<file path="src/rtl/fetch_unit_pkg.sv">
// -----------------------------------------------------------------------------
// fetch_unit_pkg
//   Shared definitions for the instruction-fetch stage: data widths, default
//   parameters, FSM state encoding, the prefetch-buffer entry layout and a
//   word-alignment helper.
//   Ports: none (package).
// -----------------------------------------------------------------------------
package fetch_unit_pkg;

  localparam int INST_W = 32;
  localparam int ADDR_W = 32;

  localparam logic [ADDR_W-1:0] DEFAULT_RESET_PC = 32'h0000_0000;
  localparam int                DEFAULT_DEPTH    = 4;
  localparam int                DEFAULT_PTR_W    = 2;

  typedef enum logic {
    ST_FETCH   = 1'b0,
    ST_DISCARD = 1'b1
  } fetch_state_e;

  // The buffer keeps pc+4 rather than pc: decode only ever needs pc+4, and a
  // zero-reset entry then reads back as pc_added=0 straight out of reset.
  typedef struct packed {
    logic [ADDR_W-1:0] pc_added;
    logic [INST_W-1:0] inst;
  } fetch_entry_t;

  function automatic logic [ADDR_W-1:0] word_align(input logic [ADDR_W-1:0] addr);
    return {addr[ADDR_W-1:2], 2'b00};
  endfunction

endpackage

</file>
<file path="src/rtl/fetch_unit_fifo.sv">
// -----------------------------------------------------------------------------
// fetch_unit_fifo
//   Synchronous prefetch FIFO of {pc_added, inst} entries with push, pop and
//   flush. Head entry is presented combinationally; count is registered.
//   Ports:
//     clk, rst_n   clock, synchronous active-low reset
//     push         write push_data at tail (caller guarantees not full)
//     push_data    entry to write
//     pop          advance head (caller guarantees not empty)
//     flush        drop all entries; wins over push/pop
//     head         current head entry (stale when count==0)
//     count        number of valid entries, 0..DEPTH
// -----------------------------------------------------------------------------
module fetch_unit_fifo
  import fetch_unit_pkg::*;
#(
  parameter int DEPTH = DEFAULT_DEPTH,
  parameter int PTR_W = DEFAULT_PTR_W
) (
  input  logic           clk,
  input  logic           rst_n,
  input  logic           push,
  input  fetch_entry_t   push_data,
  input  logic           pop,
  input  logic           flush,
  output fetch_entry_t   head,
  output logic [PTR_W:0] count
);

  fetch_entry_t     mem_q [DEPTH];
  logic [PTR_W-1:0] rd_ptr_q;
  logic [PTR_W-1:0] wr_ptr_q;

  always_ff @(posedge clk) begin
    if (!rst_n) begin
      rd_ptr_q <= '0;
      wr_ptr_q <= '0;
      count    <= '0;
      for (int i = 0; i < DEPTH; i++) begin
        mem_q[i] <= '0;
      end
    end else if (flush) begin
      rd_ptr_q <= '0;
      wr_ptr_q <= '0;
      count    <= '0;
    end else begin
      if (push) begin
        mem_q[wr_ptr_q] <= push_data;
        wr_ptr_q        <= wr_ptr_q + 1'b1;
      end
      if (pop) begin
        rd_ptr_q <= rd_ptr_q + 1'b1;
      end
      case ({push, pop})
        2'b10:   count <= count + 1'b1;
        2'b01:   count <= count - 1'b1;
        default: count <= count;
      endcase
    end
  end

  assign head = mem_q[rd_ptr_q];

endmodule

</file>
<file path="src/rtl/fetch_unit.sv">
// -----------------------------------------------------------------------------
// fetch_unit
//   Instruction-fetch stage. Owns the fetch PC, issues one outstanding request
//   at a time to instruction memory, buffers returned words in a prefetch FIFO
//   and hands them to decode over valid/ready. A redirect flushes the buffer
//   and restarts fetch at the (word-aligned) target.
//   Ports:
//     clk, rst_n       clock, synchronous active-low reset
//     redirect_valid   restart fetch at redirect_pc this cycle
//     redirect_pc      redirect target, low two bits ignored
//     imem_req         fetch request, held until imem_ack
//     imem_addr        word-aligned fetch address, stable while imem_req=1
//     imem_ack         memory returns imem_rdata this cycle
//     imem_rdata       instruction word, valid with imem_ack
//     inst_valid       FIFO head holds an instruction
//     inst             head instruction word
//     pc_added         head pc + 4
//     inst_ready       decode accepts head this cycle
//
//   state      | meaning
//   -----------+-------------------------------------------------------------
//   ST_FETCH   | normal operation; acked data is pushed into the FIFO
//   ST_DISCARD | redirect arrived with a request in flight; its data is
//              | dropped when it returns, then fetch resumes at the target
// -----------------------------------------------------------------------------
module fetch_unit
  import fetch_unit_pkg::*;
#(
  parameter logic [31:0] RESET_PC = DEFAULT_RESET_PC,
  parameter int          DEPTH    = DEFAULT_DEPTH,
  parameter int          PTR_W    = DEFAULT_PTR_W
) (
  input  logic        clk,
  input  logic        rst_n,
  input  logic        redirect_valid,
  input  logic [31:0] redirect_pc,
  output logic        imem_req,
  output logic [31:0] imem_addr,
  input  logic        imem_ack,
  input  logic [31:0] imem_rdata,
  output logic        inst_valid,
  output logic [31:0] inst,
  output logic [31:0] pc_added,
  input  logic        inst_ready
);

  fetch_state_e   state_q, state_d;
  logic [31:0]    fetch_pc_q, fetch_pc_d;
  logic [31:0]    addr_q, addr_d;
  logic           req_q, req_d;
  logic [31:0]    pc_plus4;
  logic           pending;
  logic           push, pop, flush;
  logic [PTR_W:0] count, count_d;
  fetch_entry_t   push_data, head;
  logic           unused_redirect_lsbs;

  assign unused_redirect_lsbs = ^redirect_pc[1:0];

  assign pc_plus4  = fetch_pc_q + 32'd4;
  // Request still in flight after this edge.
  assign pending   = req_q & ~imem_ack;
  assign push_data = {pc_plus4, imem_rdata};

  always_comb begin
    state_d    = state_q;
    fetch_pc_d = fetch_pc_q;
    req_d      = req_q;
    addr_d     = addr_q;
    push       = 1'b0;
    pop        = 1'b0;
    flush      = 1'b0;
    count_d    = count;

    if (redirect_valid) begin
      flush      = 1'b1;
      fetch_pc_d = word_align(redirect_pc);
      state_d    = pending ? ST_DISCARD : ST_FETCH;
    end else begin
      pop = inst_valid & inst_ready;
      if (req_q && imem_ack) begin
        if (state_q == ST_FETCH) begin
          push       = 1'b1;
          fetch_pc_d = pc_plus4;
        end else begin
          state_d = ST_FETCH;
        end
      end
    end

    if (flush) begin
      count_d = '0;
    end else if (push && !pop) begin
      count_d = count + 1'b1;
    end else if (pop && !push) begin
      count_d = count - 1'b1;
    end

    // A new request is only launched once nothing is in flight, so
    // occupancy alone decides whether there is room. DEPTH is a power of
    // two, so the count MSB is set exactly when the FIFO is full.
    if (!pending) begin
      req_d  = (state_d == ST_FETCH) && !count_d[PTR_W];
      addr_d = fetch_pc_d;
    end
  end

  always_ff @(posedge clk) begin
    if (!rst_n) begin
      state_q    <= ST_FETCH;
      fetch_pc_q <= RESET_PC;
      req_q      <= 1'b0;
      addr_q     <= RESET_PC;
    end else begin
      state_q    <= state_d;
      fetch_pc_q <= fetch_pc_d;
      req_q      <= req_d;
      addr_q     <= addr_d;
    end
  end

  fetch_unit_fifo #(
    .DEPTH (DEPTH),
    .PTR_W (PTR_W)
  ) u_fifo (
    .clk       (clk),
    .rst_n     (rst_n),
    .push      (push),
    .push_data (push_data),
    .pop       (pop),
    .flush     (flush),
    .head      (head),
    .count     (count)
  );

  assign imem_req   = req_q;
  assign imem_addr  = addr_q;
  assign inst_valid = (count != '0);
  assign inst       = head.inst;
  assign pc_added   = head.pc_added;

endmodule

</file>
<file path="config.mk">
export PLATFORM = sky130hd
export DESIGN_NAME = fetch_unit
export DESIGN_NICKNAME = d
export VERILOG_FILES = /design/src/rtl/fetch_unit_pkg.sv /design/src/rtl/fetch_unit_fifo.sv /design/src/rtl/fetch_unit.sv
export SDC_FILE = /design/constraint.sdc
export NUM_CORES = 1
export LEC_CHECK = 0
export ABC_AREA = 1
export CORE_ASPECT_RATIO = 1.5
export CORE_MARGIN = 1
export CORE_UTILIZATION = 61
export DETAILED_ROUTE_END_ITERATION = 7
export HOLD_SLACK_MARGIN = 0.12
export PLACE_DENSITY = 0.88
export REMOVE_ABC_BUFFERS = 1
export SLEW_MARGIN = 20
export SYNTH_ARGS = -nofsm -noshare
export SYNTH_HDL_FRONTEND = slang
export SYNTH_HIERARCHICAL = 1
export SYNTH_SLANG_ARGS = --single-unit
</file>
<file path="constraint.sdc">
create_clock -name clk -period 11.1 [get_ports clk]
set_clock_uncertainty 0.15 [all_clocks]
set_input_delay 2.22 -clock clk [delete_from_list [all_inputs] [get_ports clk]]
set_output_delay 2.22 -clock clk [all_outputs]
set_load 0.01 [all_outputs]
</file>
After elaboration in Yosys (flattened, before gate mapping)
Memories as Yosys holds them, arrays and structs flattened. A register that Yosys moved wholly into a read port is not among the register bits.
Index checks and enable logic that the tools add are counted.
{"block": "word_totals", "register_bits": 73, "ram_bits": 256, "input_bits": 69, "out_inout_bits": 98, "word_cells": 56, "n_memories": 1}
{"block": "op_classes", "add_sub_neg": 5, "eq_ne": 2, "muxes": 25, "bitwise_logic": 5, "reduce_logical": 11}
{"name": "u_fifo.mem_q", "words": 4, "width": 64, "rd": 1, "rd_clocked_by_memory_dff": 1, "write_ports": 4, "line": "fetch_unit_fifo.sv:30", "source": "fetch_entry_t mem_q [DEPTH];"}
{"operator": "32-bit two-way mux", "count": 3}
{"operator": "64-bit two-way mux", "count": 1}
{"operator": "64-bit OR reduction", "count": 1}
{"operator": "32-bit by 3-bit adder with 32-bit output, second input constant", "count": 1}
{"operator": "1-bit two-way mux", "count": 14}
{"operator": "3-bit two-way mux", "count": 3}
{"operator": "2-bit two-way mux", "count": 3}
{"operator": "3-bit case mux with 2 select lines", "count": 1}
{"operator": "2-bit by 1-bit adder with 2-bit output, second input constant", "count": 2}
{"operator": "1-bit logical AND", "count": 4}
{"operator": "3-bit by 1-bit adder with 3-bit output, second input constant", "count": 1}
{"operator": "1-bit logical NOT", "count": 3}
{"operator": "1-bit NOT", "count": 3}
{"operator": "3-bit nonzero test", "count": 1}
{"operator": "3-bit by 1-bit subtractor with 3-bit output, second input constant", "count": 1}
{"operator": "1-bit AND", "count": 2}
{"operator": "2-bit by 1-bit equality test with 1-bit output, second input constant", "count": 1}
{"operator": "2-bit equality test, second input constant", "count": 1}
{"operator": "2-bit nonzero test", "count": 1}
{"operator": "2-bit OR reduction", "count": 1}

Logic depth before layout (Yosys ltp)
Gate-level depths: netlist (run 1).
{"block": "logic_depth", "word_depth": 10, "mapped_depth": 13}

Cells and area by module
Netlist (run 1), hierarchy kept.
{"mod": "fetch_unit_fifo", "n_inst": 1, "cells_per_inst": 1084, "area_each_um2": 11606.1}
{"mod": "fetch_unit", "n_inst": 1, "cells_per_inst": 622, "area_each_um2": 3849.9}

Worst setup path before layout (run 1)
Ideal clock, no wire load.
{"block": "synth_timing", "path_kind": "input to register", "from": "input imem_ack", "to": "memory u_fifo/mem_q[3][0] in the netlist's numbering (enable)", "setup_time_ns": 0.574, "t_arrival_ns": 7.413, "setup_slack_ns": 2.962, "stages": 4, "n_path_buf": 0, "cell_sequence": "nand3_1 > nor2_1 > nand3_1 > o21ai_0"}
{"element": "from (decl)", "line": "fetch_unit.sv:39", "source": "input logic imem_ack,"}
{"element": "to (decl)", "line": "fetch_unit_fifo.sv:30"}

==> summary.txt, run 1 <==
Clock latency on the worst-skew pair: 0.56 ns
Overall Global Routing Usage: 28.57%
Met2 Usage GRT: 52.89%
CP arrival: 3.85 ns
Post-Synthesis Cell Area: 0.01546 sq mm
Final setup viols: 0
Avg Inst Size Synth: 9.060 sq um
# Post-CTS Setup Buffers: 0
Grt ovf: 0
CORE AREA: 0.02496 sq mm
Total CTS buffers: 29
Clk buf depth: 3
Cell taking the most area after synthesis: edfxtp_1
Area of the die: 0.02599 sq mm
Number of DRC markers in iteration 0: 984
Slew Limit Fails: 0
R2r endpoint: u_fifo/mem_q[1][48]$_SDFFCE_PN0P_
Num ports: 167
Hold buffers post-CTS: 0
Cell Pwr Density: 148.0 mW/mm^2
Max Clk Rate: 0.1607 GHz
Starting Density: 61.92%
Dpl hpwl: 21,280 microns
Die Y-Extent: 197.0 microns
Area growth, synth to finish: 17.54%
Num Clock Sinks: 331
Place WS: 5.066 ns
Layout cell share with drive strength beyond 1: 9.229%
Power, Total: 2.688 mW
Diodes inserted: 0
Ys async rst share: 0%
Leakage power: 6.944 nW
Hold Crit Class: reg2reg
Crit path max fanout: 70
R2R Setup Slk: 7.38 ns
Final period utilization: 56.05%
Htree depth: 1
Largest net degree at the start of global routing: 71
YS warnings: 6
M3 GR Usage: 2.881%
Min-delay src: u_fifo/rd_ptr_q[1]$_SDFFE_PP0P_
Count leader, synth: nor2_1
Flops & latches, synth: 331
Crit. End Element: output pin
Gp weighted congestion: 0.9042
Critical Path Source Type: register
Max_slew headroom: 22.47%
Fin worst setup slack: 4.878 ns
Setup Total Neg Slack: 0 ns
Top post-synthesis cells by area: edfxtp_1 50%, dfxtp_1 9.7%, nor2_1 9.0%, o21ai_0 5.5%, inv_1 5.4%
Slowest CP cell: clkinv_2
Worst setup endpoint: inst[12]
First-pass GRT wire length: 58,670 microns
CTS tree: done
Post-synthesis sequential area ratio: 59.45%
WL final: 36,870 microns
Clk slew on worst S/H paths: 0.07 ns
Width of the chip: 132.0 microns
Most common library cells after synthesis: 369 x nor2_1, 256 x edfxtp_1, 221 x inv_1, 195 x nand2_1, 169 x o21ai_0
CP cell instances: clkinv_2 > buf_4 > o21ai_0 > o22ai_1 > clkdlybuf4s50_1
I/O Buffers: 164
Reg2Reg Depth: 7
Final min period: 6.222 ns
Worst vdd ir: 0.0001145 V
Number of global-route vias before repair: 12,157
Post-Syn Instances: 1,706
Status: finished clean
Top FF cell, synth: edfxtp_1
Vias per cell: 5.558
Netlist cell types: 38
RSZ-0062 raised after global routing: false
CP required: 8.73 ns
CTS root buf: clkbuf_16
Slowest stage delay, CP: 0.82 ns
Slew @ Worst Pin: 1.163 ns
Nets@finish: 1,891
Antenna violations before repair: 0
Number of synthesized flops with an enable pin: 256
Max Cap Violations: 0
Via Count: 12,061
CP Class: reg2out
Length of the first detailed-routing pass in iterations: 7
DRC: 0
# rows: 71
Reg-to-Reg Start: imem_req$_SDFFE_PN0N_
Top Usage Layer GRT: met2
Post-synth top area share: 49.74%
Avg WL per Cell: 16.99 microns
Final Hold Viols: 0
CTS resizes: 0
Global Route met1 Usage: 32.99%
Post-route antenna net violation count: 0
==> stage by stage <==
stage | instances | cell area [sq um] | utilization [%] | hold WS, ns
finish | 2170 | 18170 | 72.78 | 0.2962
CTS | 2170 | 18170 | 72.78 | 0.2899
global placement | 2116 | 17150 | 68.71 | 0.2696
floorplan | 1613 | 14970 | - | 0.2615
global route | 2170 | 18170 | 72.78 | 0.3248
detailed placement | 2116 | 17150 | 68.71 | 0.2771
==> report_power, final <==
group | internal (mW) | switching, mW | total, mW
combinational | 0.0964 | 0.134 | 0.231
clock | 0.607 | 0.439 | 1.05
sequential | 1.39 | 0.0251 | 1.41
==> flip-flops by register name, summed over array words and instances (netlist names), named ones only <==
signal           flops
u_fifo/mem_q       256
fetch_pc_q          32
imem_addr           32
u_fifo/count         3
u_fifo/rd_ptr_q      2
u_fifo/wr_ptr_q      2
imem_req             1
state_q              1
==> how the worst min path moves through the flow <==
stage,slack [ns],cells after the start,end
5_1_grt,0.32,1,register
6_report,0.30,1,register
3_5_place_dp,0.28,1,register
4_1_cts,0.29,1,register
3_3_place_gp,0.27,1,register
2_1_floorplan,0.26,1,register
==> layout make-up <==
cell class,count,area [sq um]
Clock buffer,45,940.9
Clock inverter,9,75.07
Fill cell,1733,6795
Inverter,236,887.1
Multi-Input combinational cell,1046,4941
Sequential cell,331,9194
Tap cell,328,410.4
Timing Repair Buffer,175,1719
==> worst max-delay path, delay by kind of cell (launching register included) <==
kind	cells	cell delay, ns
buf+inv	3	1.91
flops	1	0.79
compound gates	2	0.49
==> cell usage in the layout (no fill, tap or decap), types with 58 or more instances in the layout <==
cell type and instances:
o21ai_0 168, o22ai_1 64, edfxtp_1 256, inv_1 219, nor2_1 369, clkdlybuf4s50_1 163
nor2_2 58, nand2_1 190, nand3_1 71, dfxtp_1 73
==> metal layers <==
metal / vias up / routed length [microns] / part of all wire [%]
met3: 85 / 2403 / 6.5
met2: 533 / 19240 / 52
met5: - / 0 / 0
met1: 5649 / 13990 / 38
met4: 0 / 1231 / 3.3
li1: 5794 / - / -
==> cells by family after synthesis <==
family | after synthesis | synth area share, %
and+or+nand+nor | 732 | 20.46
DFF | 331 | 59.45
buffers and inverters | 329 | 8.864
AOI/OAI and AO/OA | 303 | 10.48
xor gates and xnor gates | 8 | 0.4533
adders and majority gates | 3 | 0.2914
Note: power is estimated with default switching activity, not from simulation.
==> run 2: changes to the inputs <==
--- a/config.mk
+++ b/config.mk
@@ -8,10 +8,10 @@
 export ABC_AREA = 1
 export CORE_ASPECT_RATIO = 1.5
 export CORE_MARGIN = 1
-export CORE_UTILIZATION = 61
+export CORE_UTILIZATION = 57
 export DETAILED_ROUTE_END_ITERATION = 7
 export HOLD_SLACK_MARGIN = 0.12
-export PLACE_DENSITY = 0.88
+export PLACE_DENSITY = 0.83
 export REMOVE_ABC_BUFFERS = 1
 export SLEW_MARGIN = 20
 export SYNTH_ARGS = -nofsm -noshare
==> constraint.sdc (replaced) <==
create_clock -name clk -period 6.1 [get_ports clk]
set_clock_uncertainty 0.15 [all_clocks]
set_input_delay 1.22 -clock clk [delete_from_list [all_inputs] [get_ports clk]]
set_output_delay 1.22 -clock clk [all_outputs]
set_load 0.01 [all_outputs]
==> summary.txt, run 2 (synthesis gave the netlist of run 1 again) <==
DRC: 0 (unchanged)
Num ports: 167 (unchanged)
R2R Setup Slk: 2.83 ns (-4.55 ns)
Area of the die: 0.02779 sq mm (+6.9%)
Number of DRC markers in iteration 0: 948 (-3.7%)
CTS tree: done
WL final: 37,140 microns (+0.75%)
Final Hold Viols: 0 (unchanged)
Avg WL per Cell: 17.05 microns (+0.33%)
Width of the chip: 136.5 microns (+3.4%)
Largest register FFs: 256 (unchanged)
I/O Buffers: 164 (unchanged)
Crit path max fanout: 75 (+7.1%)
Fin worst setup slack: 1.073 ns (-3.806 ns)
Hold Slack: 0.3142 ns (+0.01793 ns)
Total CTS buffers: 29 (unchanged)
Max Cap Violations: 0 (unchanged)
Grt ovf: 0 (unchanged)
Dpl hpwl: 21,860 microns (+2.7%)
Overall Global Routing Usage: 26.98% (-1.6 points)
Num Clock Sinks: 331 (unchanged)
Critical Path Source Type: register
Vias per cell: 5.486 (-1.3%)
Sw Share: 22.70% (+0.42 points)
R2r endpoint: u_fifo/mem_q[0][5]$_SDFFCE_PN0P_
Hold depth: 1 (unchanged)
Clk slew on worst S/H paths: 0.06 ns (about the same)
Max Clk Rate: 0.1989 GHz
Crit. End Element: output pin
# Post-CTS Setup Buffers: 0 (unchanged)
Place WS: 1.467 ns (-3.599 ns)
Starting Density: 58.15% (-3.8 points)
Slowest stage delay, CP: 0.93 ns (+0.11 ns)
Final min period: 5.027 ns
Part of the power in the clock network: 38.1% (-0.8 points)
Most frequent cells in the layout: 369 x nor2_1, 256 x edfxtp_1, 221 x inv_1
Reg2Reg Depth: 7 (unchanged)
Via Count: 11,953 (-0.90%)
Worst vdd ir: 0.0002448 V (+110%)
Final setup viols: 0 (unchanged)
Die Y-Extent: 203.7 microns (+3.4%)
Clk buf depth: 3 (unchanged)
CTS resizes: 0 (unchanged)
Post-route antenna net violation count: 0 (unchanged)
Psw: 1.096 mW (+83%)
Slew @ Worst Pin: 1.116 ns (-0.04747 ns)
Cell Pwr Density: 266.2 mW/mm^2 (+80%)
Antenna violations before repair: 1 (+1)
Final Cell Area: 0.01813 sq mm (-0.21%)
Min-delay src: u_fifo/rd_ptr_q[1]$_SDFFE_PP0P_
DP Area: 0.01718 sq mm (+0.17%)
Gp weighted congestion: 0.8810 (-2.6%)
Layout cell share with drive strength beyond 1: 9.012% (-0.22 points)
CP arrival: 3.66 ns (-0.19 ns)
CP cell instances: clkinv_2 > buf_4 > o21ai_0 > o22ai_1 > clkdlybuf4s50_1
Diodes inserted: 0 (unchanged)
Largest net degree at the start of global routing: 80 (+13%)
Hold buffers post-CTS: 0 (unchanged)
CP required: 4.73 ns (-4.00 ns)
Placed Instances: 2,127 (+0.52%)
Sequential Power Share: 53.2% (+0.7 points)
Clock latency on the worst-skew pair: 0.57 ns (about the same)
Status: finished clean
Final period utilization: 82.42%
# rows: 73 (+2.8%)
CP Class: reg2out
P_int: 3.731 mW (+79%)
Fill count: 2,035 (+17%)
Leakage power: 6.926 nW (-0.26%)
Slowest CP cell: clkinv_2
Slew Limit Fails: 0 (unchanged)
Number of global-route vias before repair: 11,963 (-1.6%)
CORE AREA: 0.02658 sq mm (+6.5%)
Largest Register: u_fifo/mem_q
Length of the first detailed-routing pass in iterations: 7 (unchanged)
Final Non-Filler Cells: 2,179 (+0.41%)
Area growth, synth to finish: 17.29%
Hold Crit Class: reg2reg
Max_slew headroom: 25.63% (+3.2 points)
Most common cell after layout, fill and taps aside: nor2_1
Reg-to-Reg Start: imem_req$_SDFFE_PN0N_
Comb pwr share: 8.7% (about the same)
Power, Total: 4.827 mW (+80%)
RSZ-0062 raised after global routing: false
Nets@finish: 1,893 (+0.11%)
First-pass GRT wire length: 58,220 microns (-0.76%)
CTS root buf: clkbuf_16
Htree depth: 1 (unchanged)
[run 2: worst max path at each step]
stage / end / slack, ns / cells after the start
CTS: inst[22] / 1.06 / 5
global route: inst[22] / 0.78 / 5
finish: pc_added[2] / 1.07 / 5
floorplan: u_fifo/mem_q[3][0]$_DFFE_PP_ / -1.68 / 4
global placement: u_fifo/mem_q[0][5]$_SDFFCE_PN0P_ / 1.47 / 8
detailed placement: u_fifo/mem_q[0][5]$_SDFFCE_PN0P_ / 1.47 / 8
[run 2: area by class of cell]
| type | count | area, sq um | area share [%] |
|---|---|---|---|
| sequential | 331 | 9194 | 50.71 |
| timing repair buffer | 177 | 1734 | 9.566 |
| clock inverter | 14 | 126.4 | 0.6971 |
| multi-input combinational | 1046 | 4941 | 27.26 |
| inverter | 236 | 889.6 | 4.907 |
| tap | 337 | 421.7 | 2.326 |
| clock buffer | 38 | 822.0 | 4.534 |
[run 2: power groups by stage]
stage	clock, mW	combinational (mW)	sequential, mW
final	1.84	0.421	2.57
after global routing	1.94	0.463	2.58
after CTS	1.86	0.423	2.57
after detailed placement	0	0.421	2.61
after global placement	0	0.415	2.61
after floorplan	0	0.204	2.62
[run 2: metrics by stage]
stage	utilization, %	setup TNS, ns
5_1_grt	68.21	0
6_report	68.21	0
3_5_place_dp	64.64	0
3_3_place_gp	64.63	0
4_1_cts	68.21	0
2_1_floorplan	-	-178.45
[run 2: layer usage]
| metal | GRT usage, % | up-vias | share of wire, % |
|---|---|---|---|
| met2 | 50.36 | 430 | 53 |
| li1 | - | 5796 | - |
| met5 | 0 | - | 0 |
| met4 | 10.79 | 0 | 3.3 |
| met3 | 2.386 | 76 | 5.7 |
| met1 | 31.25 | 5651 | 38 |
[run 2: critical path: cells and delay by family, from the launching register on]
family                 cells  cell delay (ns)
flip-flops                 1             0.69
buffers and inverters      3             2.00
AO/OA/AOI/OAI              2             0.37
